### src/rtl/phase_seq_if.sv
// Signal bundle between the phase sequencer (master) and the decoder/datapath/memory side (slave).
interface phase_seq_if #(
    parameter int XLEN    = 32,
    parameter int DIGIT_W = 8
);
    localparam int BEATS = XLEN / DIGIT_W;
    localparam int BW    = (BEATS > 1) ? $clog2(BEATS) : 1;

    logic [4:0]    opcode;
    logic [4:0]    next_opcode;
    logic          branch_taken;
    logic          fwd_taken;
    logic          stall;
    logic          mem_ready;
    logic          trap_ack;
    logic [1:0]    phase;
    logic [BW-1:0] beat;
    logic          first_beat;
    logic          last_beat;
    logic          start;
    logic          rf_wren;
    logic          mem_rden;
    logic          mem_wren;
    logic          trap;
    logic          retire;
    logic [31:0]   instret;

    modport master (
        input  opcode, next_opcode, branch_taken, fwd_taken, stall, mem_ready, trap_ack,
        output phase, beat, first_beat, last_beat, start, rf_wren, mem_rden, mem_wren,
               trap, retire, instret
    );

    modport slave (
        output opcode, next_opcode, branch_taken, fwd_taken, stall, mem_ready, trap_ack,
        input  phase, beat, first_beat, last_beat, start, rf_wren, mem_rden, mem_wren,
               trap, retire, instret
    );
endinterface

### src/rtl/phase_seq.sv
// Phase sequencer for the digit-serial RV32I core: P0..P3, XLEN/DIGIT_W beats per phase.
// Define PHASE_SEQ_INSTRET_EN to build the 32-bit retired-instruction counter.
module phase_seq #(
    parameter int XLEN    = 32,
    parameter int DIGIT_W = 8
) (
    input  logic        clk,
    input  logic        rst_n,
    phase_seq_if.master bus
);
    localparam int BEATS = XLEN / DIGIT_W;
    localparam int BW    = (BEATS > 1) ? $clog2(BEATS) : 1;
    localparam logic [BW-1:0] BEAT_LAST = BW'(BEATS - 1);

    localparam logic [4:0] OPC_LOAD   = 5'b00000;
    localparam logic [4:0] OPC_FENCE  = 5'b00011;
    localparam logic [4:0] OPC_IMM    = 5'b00100;
    localparam logic [4:0] OPC_AUIPC  = 5'b00101;
    localparam logic [4:0] OPC_STORE  = 5'b01000;
    localparam logic [4:0] OPC_OP     = 5'b01100;
    localparam logic [4:0] OPC_LUI    = 5'b01101;
    localparam logic [4:0] OPC_BRANCH = 5'b11000;
    localparam logic [4:0] OPC_JALR   = 5'b11001;
    localparam logic [4:0] OPC_JAL    = 5'b11011;

    localparam logic [1:0] ST_BOOT = 2'd0;
    localparam logic [1:0] ST_RUN  = 2'd1;
    localparam logic [1:0] ST_TRAP = 2'd2;

    logic [1:0]    st_q, st_d;
    logic [1:0]    phase_q, phase_d;
    logic [BW-1:0] beat_q, beat_d;
    logic          start_q, start_d;
    logic          wdone_q, wdone_d;

    logic       last, go;
    logic       rd_req, wr_req, rf_hit, ret, to_trap;
    logic [1:0] nxt_phase;
    logic [4:0] opc;

    function automatic logic needs_p1(input logic [4:0] o);
        return (o == OPC_OP) || (o == OPC_LOAD) || (o == OPC_STORE) ||
               (o == OPC_BRANCH) || (o == OPC_JALR);
    endfunction

    function automatic logic [1:0] fwd_phase(input logic [4:0] o);
        if (needs_p1(o)) return 2'd1;
        if (o == OPC_IMM) return 2'd2;
        return 2'd0;
    endfunction

    assign opc  = bus.opcode;
    assign last = (beat_q == BEAT_LAST);

    // Last-beat decode: where the instruction goes next and which strobes it raises.
    always_comb begin
        rd_req    = 1'b0;
        wr_req    = 1'b0;
        rf_hit    = 1'b0;
        ret       = 1'b0;
        to_trap   = 1'b0;
        nxt_phase = phase_q;
        if (st_q == ST_BOOT) begin
            rd_req = 1'b1;
        end else if (st_q == ST_RUN && last) begin
            case (phase_q)
                2'd0: begin
                    if (needs_p1(opc)) begin
                        nxt_phase = 2'd1;
                    end else if (opc == OPC_IMM || opc == OPC_LUI) begin
                        nxt_phase = 2'd2;
                    end else if (opc == OPC_JAL || opc == OPC_AUIPC || opc == OPC_FENCE) begin
                        ret    = 1'b1;
                        rf_hit = (opc != OPC_FENCE);
                    end else begin
                        to_trap = 1'b1;
                    end
                end
                2'd1: begin
                    if (opc == OPC_STORE) begin
                        // Write first; the retire fetch follows in the same beat once it lands.
                        if (!wdone_q) wr_req = 1'b1;
                        else          ret    = 1'b1;
                    end else begin
                        nxt_phase = 2'd2;
                        rd_req    = (opc == OPC_LOAD) || (opc == OPC_JALR);
                    end
                end
                2'd2: begin
                    if (opc == OPC_BRANCH && bus.branch_taken) begin
                        nxt_phase = 2'd3;
                    end else begin
                        ret    = 1'b1;
                        rf_hit = (opc == OPC_OP) || (opc == OPC_IMM) || (opc == OPC_LUI) ||
                                 (opc == OPC_LOAD) || (opc == OPC_JALR);
                    end
                end
                default: ret = 1'b1;
            endcase
            if (ret && opc != OPC_JALR) rd_req = 1'b1;
        end
    end

    assign go = !bus.stall && (!(rd_req || wr_req) || bus.mem_ready);

    always_comb begin
        st_d    = st_q;
        phase_d = phase_q;
        beat_d  = beat_q;
        start_d = start_q;
        wdone_d = wdone_q;
        case (st_q)
            ST_BOOT: begin
                if (go) begin
                    st_d    = ST_RUN;
                    phase_d = 2'd0;
                    beat_d  = '0;
                    start_d = 1'b1;
                end
            end
            ST_RUN: begin
                if (go) begin
                    if (wr_req) begin
                        wdone_d = 1'b1;
                    end else if (!last) begin
                        beat_d  = beat_q + BW'(1);
                        start_d = 1'b0;
                    end else begin
                        beat_d  = '0;
                        wdone_d = 1'b0;
                        start_d = 1'b0;
                        if (to_trap) begin
                            st_d    = ST_TRAP;
                            phase_d = 2'd0;
                        end else if (ret) begin
                            start_d = 1'b1;
                            phase_d = bus.fwd_taken ? fwd_phase(bus.next_opcode) : 2'd0;
                        end else begin
                            phase_d = nxt_phase;
                        end
                    end
                end
            end
            ST_TRAP: begin
                if (!bus.stall && bus.trap_ack) begin
                    st_d    = ST_BOOT;
                    phase_d = 2'd0;
                    beat_d  = '0;
                    start_d = 1'b1;
                end
            end
            default: begin
                st_d    = ST_BOOT;
                phase_d = 2'd0;
                beat_d  = '0;
                start_d = 1'b1;
                wdone_d = 1'b0;
            end
        endcase
    end

    always_ff @(posedge clk or negedge rst_n) begin
        if (!rst_n) begin
            st_q    <= ST_BOOT;
            phase_q <= 2'd0;
            beat_q  <= '0;
            start_q <= 1'b1;
            wdone_q <= 1'b0;
        end else begin
            st_q    <= st_d;
            phase_q <= phase_d;
            beat_q  <= beat_d;
            start_q <= start_d;
            wdone_q <= wdone_d;
        end
    end

    assign bus.phase      = phase_q;
    assign bus.beat       = beat_q;
    assign bus.first_beat = (beat_q == '0);
    assign bus.last_beat  = last;
    assign bus.start      = start_q;
    assign bus.trap       = (st_q == ST_TRAP);
    assign bus.rf_wren    = rf_hit && go;
    assign bus.mem_rden   = rd_req && rst_n;
    assign bus.mem_wren   = wr_req;
    assign bus.retire     = ret && go;

`ifdef PHASE_SEQ_INSTRET_EN
    logic [31:0] instret_q;

    always_ff @(posedge clk or negedge rst_n) begin
        if (!rst_n)          instret_q <= 32'd0;
        else if (ret && go)  instret_q <= instret_q + 32'd1;
    end

    assign bus.instret = instret_q;
`else
    assign bus.instret = 32'd0;
`endif
endmodule

### src/flat_wrapper.sv
// flat-port wrapper written by rule: the top's interface ports become plain ports
module phase_seq_flat 
#(
    parameter int XLEN    = 32,
    parameter int DIGIT_W = 8
)
  (clk, rst_n, bus_opcode, bus_next_opcode, bus_branch_taken, bus_fwd_taken, bus_stall, bus_mem_ready, bus_trap_ack, bus_phase, bus_beat, bus_first_beat, bus_last_beat, bus_start, bus_rf_wren, bus_mem_rden, bus_mem_wren, bus_trap, bus_retire, bus_instret);
  phase_seq_if #(.XLEN(XLEN), .DIGIT_W(DIGIT_W)) bus_i ();
  input  logic clk;
  input  logic rst_n;
  input wire logic [$bits(bus_i.opcode)-1:0] bus_opcode;
  input wire logic [$bits(bus_i.next_opcode)-1:0] bus_next_opcode;
  input wire logic [$bits(bus_i.branch_taken)-1:0] bus_branch_taken;
  input wire logic [$bits(bus_i.fwd_taken)-1:0] bus_fwd_taken;
  input wire logic [$bits(bus_i.stall)-1:0] bus_stall;
  input wire logic [$bits(bus_i.mem_ready)-1:0] bus_mem_ready;
  input wire logic [$bits(bus_i.trap_ack)-1:0] bus_trap_ack;
  output wire logic [$bits(bus_i.phase)-1:0] bus_phase;
  output wire logic [$bits(bus_i.beat)-1:0] bus_beat;
  output wire logic [$bits(bus_i.first_beat)-1:0] bus_first_beat;
  output wire logic [$bits(bus_i.last_beat)-1:0] bus_last_beat;
  output wire logic [$bits(bus_i.start)-1:0] bus_start;
  output wire logic [$bits(bus_i.rf_wren)-1:0] bus_rf_wren;
  output wire logic [$bits(bus_i.mem_rden)-1:0] bus_mem_rden;
  output wire logic [$bits(bus_i.mem_wren)-1:0] bus_mem_wren;
  output wire logic [$bits(bus_i.trap)-1:0] bus_trap;
  output wire logic [$bits(bus_i.retire)-1:0] bus_retire;
  output wire logic [$bits(bus_i.instret)-1:0] bus_instret;
  assign bus_i.opcode = bus_opcode;
  assign bus_i.next_opcode = bus_next_opcode;
  assign bus_i.branch_taken = bus_branch_taken;
  assign bus_i.fwd_taken = bus_fwd_taken;
  assign bus_i.stall = bus_stall;
  assign bus_i.mem_ready = bus_mem_ready;
  assign bus_i.trap_ack = bus_trap_ack;
  assign bus_phase = bus_i.phase;
  assign bus_beat = bus_i.beat;
  assign bus_first_beat = bus_i.first_beat;
  assign bus_last_beat = bus_i.last_beat;
  assign bus_start = bus_i.start;
  assign bus_rf_wren = bus_i.rf_wren;
  assign bus_mem_rden = bus_i.mem_rden;
  assign bus_mem_wren = bus_i.mem_wren;
  assign bus_trap = bus_i.trap;
  assign bus_retire = bus_i.retire;
  assign bus_instret = bus_i.instret;
  phase_seq #(.XLEN(XLEN), .DIGIT_W(DIGIT_W)) u_core (.clk(clk), .rst_n(rst_n), .bus(bus_i));
endmodule
### config.mk
export PLATFORM = sky130hd
export DESIGN_NAME = phase_seq_flat
export DESIGN_NICKNAME = d
export VERILOG_FILES = /design/src/rtl/phase_seq_if.sv /design/src/rtl/phase_seq.sv /design/src/flat_wrapper.sv
export SDC_FILE = /design/constraint.sdc
export NUM_CORES = 1
export LEC_CHECK = 0
export CORE_MARGIN = 2
export CORE_UTILIZATION = 45
export DETAILED_ROUTE_END_ITERATION = 10
export HOLD_SLACK_MARGIN = 0.1
export PLACE_DENSITY = 0.95
export SETUP_SLACK_MARGIN = 0.3
export SLEW_MARGIN = 20
export SYNTH_ARGS = -nofsm -noshare
export SYNTH_HDL_FRONTEND = slang
export SYNTH_SLANG_ARGS = --single-unit
export TNS_END_PERCENT = 20
### constraint.sdc
create_clock -name clk -period 4.6 [get_ports clk]
set_input_delay 0.92 -clock clk [delete_from_list [all_inputs] [get_ports clk]]
set_output_delay 0.92 -clock clk [all_outputs]
set_load 0.01 [all_outputs]
### After elaboration in Yosys (flattened, before gate mapping)

Index checks and enable logic that the tools add are counted.
W data, S select, Z words.

* flip-flop bits (word level): 8
* bits of input ports: 17
* output and inout port bits: 44
* logic and storage cells: 168

* add/sub/neg operators: 1
* equality and inequality tests: 33
* multiplexer cells: 90
* bitwise operators: 1
* reductions and logical operators: 38

Operators by type and width (number)
* $mux W1: 57
* $mux W2: 25
* $eq A5 B4 Y1 const B: 5
* $eq A5 B5 Y1 const B: 5
* $pmux W2 S3: 4
* $logic_or A1 B1 Y1: 18
* $eq A5 B3 Y1 const B: 3
* $ne A6 B4 Y1 const B: 2
* $logic_not A5 Y1: 2
* $ne A2 B1 Y1 const B: 5
* $ne A5 B3 Y1 const B: 2
* $reduce_and A10 Y1: 1
* $logic_and A1 B1 Y1: 8
* $eq A2 B2 Y1 const B: 3
* $logic_not A2 Y1: 3
* $pmux W1 S3: 2
* $reduce_and A6 Y1: 1
* $eq A5 B2 Y1 const B: 1
* $ne A5 B2 Y1 const B: 1
* $ne A5 B5 Y1 const B: 1
* $eq A2 B1 Y1 const B: 2
* $ne A4 B2 Y1 const B: 1
* $pmux W1 S2: 2
* $reduce_and A4 Y1: 1
* 7 further kinds: 8

### Longest topological paths before layout

* depth in word-level cells: 35
* mapped depth: 9
* depth with buffers taken out: 8

### Least setup slack after synthesis

Ideal clock, no wire load.

* path type: input to output
* from: in bus_opcode[1]
* to: out bus_rf_wren
* arrival: 2.317 ns
* required time: 3.680 ns
* setup slack: 1.363 ns
* stages: 7
* path buffers: 1
* cell sequence: buf_2 -> xnor2_1 -> o22ai_1 -> a221oi_2 -> nand2_1 -> o21bai_1 -> nor4b_1

* word-level cells in the longest chain between the ends: 18
* elaborated cells between the ends (all ways): 55
* classes of those cells: eq/ne: 11; mux: 24; reduce/logical: 20

Ends and longest elaborated chain
* from (decl): line flat_wrapper.sv:11 `input wire logic [$bits(bus_i.opcode)-1:0] bus_opcode;`
* $eq A5 B5 Y1 (tied with other cells): line phase_seq.sv:72 `end else if (opc == OPC_JAL || opc == OPC_AUIPC || opc == OPC_FENCE) begin`
* $logic_or A1 B1 Y1, on equally long branches (2 in a row): line phase_seq.sv:72, phase_seq.sv:42
* $mux W1 or $logic_or A1 B1 Y1 (tied branches): line phase_seq.sv:72, phase_seq.sv:42
* $mux W1 or $logic_or A1 B1 Y1 (tied branches): line phase_seq.sv:70, phase_seq.sv:43
* $mux W1: line phase_seq.sv:68 `if (needs_p1(opc)) begin`
* $pmux W1 S3: line phase_seq.sv:66 `case (phase_q)`
* $mux W1: line phase_seq.sv:65 `end else if (st_q == ST_RUN && last) begin`
* $mux W1: line phase_seq.sv:63 `if (st_q == ST_BOOT) begin`
* $logic_and A1 B1 Y1: line phase_seq.sv:100 `if (ret && opc != OPC_JALR) rd_req = 1'b1;`
* $mux W1: line phase_seq.sv:100
* $mux W1: line phase_seq.sv:65
* $mux W1: line phase_seq.sv:63
* $logic_or A1 B1 Y1: line phase_seq.sv:104 `assign go = !bus.stall && (!(rd_req || wr_req) || bus.mem_ready);`
* $logic_not A1 Y1: line phase_seq.sv:104
* $logic_or A1 B1 Y1: line phase_seq.sv:104
* $logic_and A1 B1 Y1: line phase_seq.sv:104
* $logic_and A1 B1 Y1 (*): line phase_seq.sv:184 `assign bus.rf_wren = rf_hit && go;`
* to (decl): line flat_wrapper.sv:23 `output wire logic [$bits(bus_i.rf_wren)-1:0] bus_rf_wren;`

Every way passes the cells marked *; elsewhere a longest branch is shown, timed or not. The select of a mux whose other input is x is not followed.

### Final worst setup path

* from: in bus_opcode[0]
* to: out bus_retire

* word-level cells in the longest chain between the ends: 18
* elaborated cells between the ends (all ways): 45
* classes of those cells: eq/ne: 10; mux: 19; reduce/logical: 16

Ends and longest elaborated chain
* $eq A5 B5 Y1 (tied with other cells): line phase_seq.sv:72
* $logic_or A1 B1 Y1, on equally long branches (2 in a row): line phase_seq.sv:72, phase_seq.sv:42
* $mux W1 or $logic_or A1 B1 Y1 (tied branches): line phase_seq.sv:72, phase_seq.sv:42
* $mux W1 or $logic_or A1 B1 Y1 (tied branches): line phase_seq.sv:70, phase_seq.sv:43
* $mux W1: line phase_seq.sv:68
* $pmux W1 S3: line phase_seq.sv:66
* $mux W1: line phase_seq.sv:65
* $mux W1: line phase_seq.sv:63
* $logic_and A1 B1 Y1: line phase_seq.sv:100
* $mux W1: line phase_seq.sv:100
* $mux W1: line phase_seq.sv:65
* $mux W1: line phase_seq.sv:63
* $logic_or A1 B1 Y1: line phase_seq.sv:104
* $logic_not A1 Y1: line phase_seq.sv:104
* $logic_or A1 B1 Y1: line phase_seq.sv:104
* $logic_and A1 B1 Y1: line phase_seq.sv:104
* $logic_and A1 B1 Y1 (*): line phase_seq.sv:187 `assign bus.retire = ret && go;`
* to (decl): line flat_wrapper.sv:27 `output wire logic [$bits(bus_i.retire)-1:0] bus_retire;`

Marks and branches as above.

==> run summary <==
Crit-path max FO -> 7
FP Rows -> 19
Yosys Warn Count -> 0
Vias in the first global route -> 1053
CP Capture Type -> output pin
Area growth syn-to-layout -> 16.0%
Clock Tree Buf Depth -> 2
Post-Synth XOR/XNOR Area -> 0.0134
Worst Skew -> 5.43 ps
Tmin final -> 4200 ps
Pins Over Slew Limit -> 0
Clock slew at reported path FFs -> 50 ps
# setup viols final -> 0
Largest net degree at the start of global routing -> 13
Post-synthesis cell type count -> 59
Setup_tns -> 0 ps
WS Path Type -> input port to output pin
Status -> completed
Util after Layout -> 0.551
Most frequent cell after synthesis -> buf_4
Final weighted congestion in routability-driven placement -> 0.895
Async SR Flop Fraction -> 1.00
Sequential Power Share -> 0.273
Initial antenna violation count -> 0
Synth Area in Adders -> 0.0573
CTS tree -> done
WP data required -> 3680 ps
CP Data Arrival Time -> 3280 ps
Worst IR drop on VDD -> 279 uV
Worst min path class -> register to register
Post-Place Cells -> 213
Routed vias/inst -> 5.36
DRT antenna net count -> 0
Startpoint types -> input port
Clock power frac -> 0.125
EDFF count, synth -> 0
Nets -> 210
Cells after Synth -> 159
Synth cell count leaders -> 32 x buf_4, 11 x inv_1, 11 x nand2_1
Clock sink count -> 8
Dpl hpwl -> 2290 um
Die Span Y -> 58.0 um
Fraction of layout cells with a size suffix above 1 -> 0.129
Compound-Gate Fraction of Synth Area -> 0.264
Multiplexer share of the synthesized area -> 0.00764
Worst-Margin Slew -> 906 ps
Hold-fix buffers, CTS -> 0
Post-synth top flop -> dfrtp_1
Flops & latches, synth -> 8
Max-cap violations -> 0
GRT Total Usage -> 0.166
Switching Fraction -> 0.444
Post-Syn Area -> 0.00131 sq mm
Synth Area in Simple Gates -> 0.249
Die Wd -> 58.0 um
Rel. slew slack -> 0.395
Dpl cell area -> 0.00148 sq mm
RSZ-0062 raised after global routing -> no
Initial Util -> 0.475
Achievable frequency -> 238 MHz
Clock Latency Late Sink -> 260 ps
Logic pwr share -> 0.603
Filler cells -> 249
WL final -> 2860 um
Num CTS Buffers -> 3
Mapped Avg Cell Area -> 8.24 sq um
Via count -> 1163
Avg WL per Cell -> 13.2 um
Post-synthesis sequential area ratio -> 0.154
Area leader, netlist -> buf_4
GRT overflow -> 0
DRT iter0 DRCs -> 40
Die ar. -> 0.00336 sq mm
1st-pass router iterations -> 4
Static Leak -> 0.000682 uW
Port Buffers -> 28
Main combinational cell family by area after synthesis -> compound AO/OA/AOI/OAI gates
Non-Filler Instances -> 217
# DRC -> 0
Int Power -> 255 uW
Area contributors post-synth -> buf_4 18%, dfrtp_1 13%, ha_1 5.7%
First-pass GRT wire length -> 4420 um
Fin. Hold Viols -> 0
Power per cell area -> 301 mW/mm^2
Sw power -> 203 uW
Core footprint -> 0.00276 sq mm
Tcrit/Tclk final -> 0.913
IO Count -> 61
CTS HTree Levels -> 1
Root buffer cell -> clkbuf_4
ANT cells -> 0
Yosys top cell area share -> 0.183
Cell area after layout -> 0.00152 sq mm
-- cells by family (layout without fill, tap and decap cells) --
group	after synthesis	count (layout)
and+or+nand+nor	48	48
buffers and inverters	51	47
muxes	1	1
DFF	8	8
adders and majority gates	6	6
other	1	32
xor gates and xnor gates	2	2
AOI/OAI and AO/OA	42	42
-- worst paths after layout --
| path | from | to | slack [ps] | cells after the start |
|---|---|---|---|---|
| setup / recovery | bus_opcode[0] | bus_retire | 400 | 7 |
| hold / removal | u_core.bus.start$_DFFE_PN1P_ | u_core.bus.start$_DFFE_PN1P_ | 470 | 2 |
| setup reg to reg | u_core.bus.beat[0]$_DFFE_PN0P_ | u_core.bus.phase[1]$_DFFE_PN0P_ | 1830 | 7 |
| hold reg to reg | u_core.bus.start$_DFFE_PN1P_ | u_core.bus.start$_DFFE_PN1P_ | 470 | 2 |
| max in group asynchronous | rst_n | u_core.bus.start$_DFFE_PN1P_ | 3340 | 1 |
| min in group asynchronous | rst_n | u_core.bus.beat[1]$_DFFE_PN0P_ | 940 | 1 |
-- area by class of cell --
type                       count  area, sq um  share of cell area
sequential                     8          201               0.133
multi-input combinational    131          900               0.592
inverter                      12         45.0              0.0297
timing repair buffer          31          308               0.203
tap                           31         38.8              0.0255
clock buffer                   4         26.3              0.0173
-- cells in the final DEF (no fill, tap or decap), types with 2 or more instances in the layout --
cell type | Yosys | final
conb_1 | 1 | 32
clkdlybuf4s50_1 | 0 | 23
inv_1 | 11 | 11
nand2_1 | 11 | 11
o21ai_0 | 8 | 8
nor2_1 | 7 | 7
dfrtp_1 | 7 | 7
a21oi_1 | 6 | 6
ha_1 | 6 | 6
nand3_1 | 3 | 3
nor2b_1 | 3 | 3
a211oi_1 | 3 | 3
clkbuf_4 | 0 | 3
dlymetal6s2s_1 | 0 | 3
buf_4 | 32 | 3
nand2b_4 | 2 | 2
nor4b_1 | 2 | 2
and2b_2 | 2 | 2
a31oi_1 | 2 | 2
o21bai_1 | 2 | 2
and3b_1 | 2 | 2
or4_1 | 2 | 2
o31ai_1 | 2 | 2
o21ai_1 | 2 | 2
a21o_1 | 2 | 2
dlygate4sd2_1 | 0 | 2
-- metal layers --
layer	track usage	wire (um)
met5	0	0
met4	0.0897	44
met3	0.0201	198
met2	0.291	1440
met1	0.196	1180
-- through the flow --
step           hold WS [ps]  total power [uW]  setup WS, ps
2_1_floorplan           469               323          1360
3_3_place_gp            457               390           253
3_5_place_dp            468               399           236
4_1_cts                 476               461           314
5_1_grt                 484               490           304
6_report                471               458           398
-- flip-flops by register name, summed over array words and instances (netlist names) --
register and count:
u_core.st_q 2, u_core.wdone_q 1, u_core.bus.start 1, u_core.bus.beat 2, u_core.bus.phase 2
-- timing repair --
action,4_1_cts,5_1_grt
setup endpoints to repair,1,2
setup buffers,0,0
gates resized for setup,3,3
-- power by group through the flow --
stage | registers, uW | clock network (uW) | logic (uW)
6_report | 125 | 57.1 | 276
5_1_grt | 128 | 63.7 | 299
4_1_cts | 124 | 60.2 | 276
3_5_place_dp | 124 | 0 | 275
3_3_place_gp | 123 | 0 | 267
2_1_floorplan | 117 | 0 | 206
-- worst max-delay path: stages --
cell and delay, ps:
clkdlybuf4s50_1 530, or4b_4 610, o31ai_4 240, nor3_2 80, nor2_1 190, and3b_1 180, clkdlybuf4s50_1 530
No activity file was read; power rests on OpenSTA's default activity.
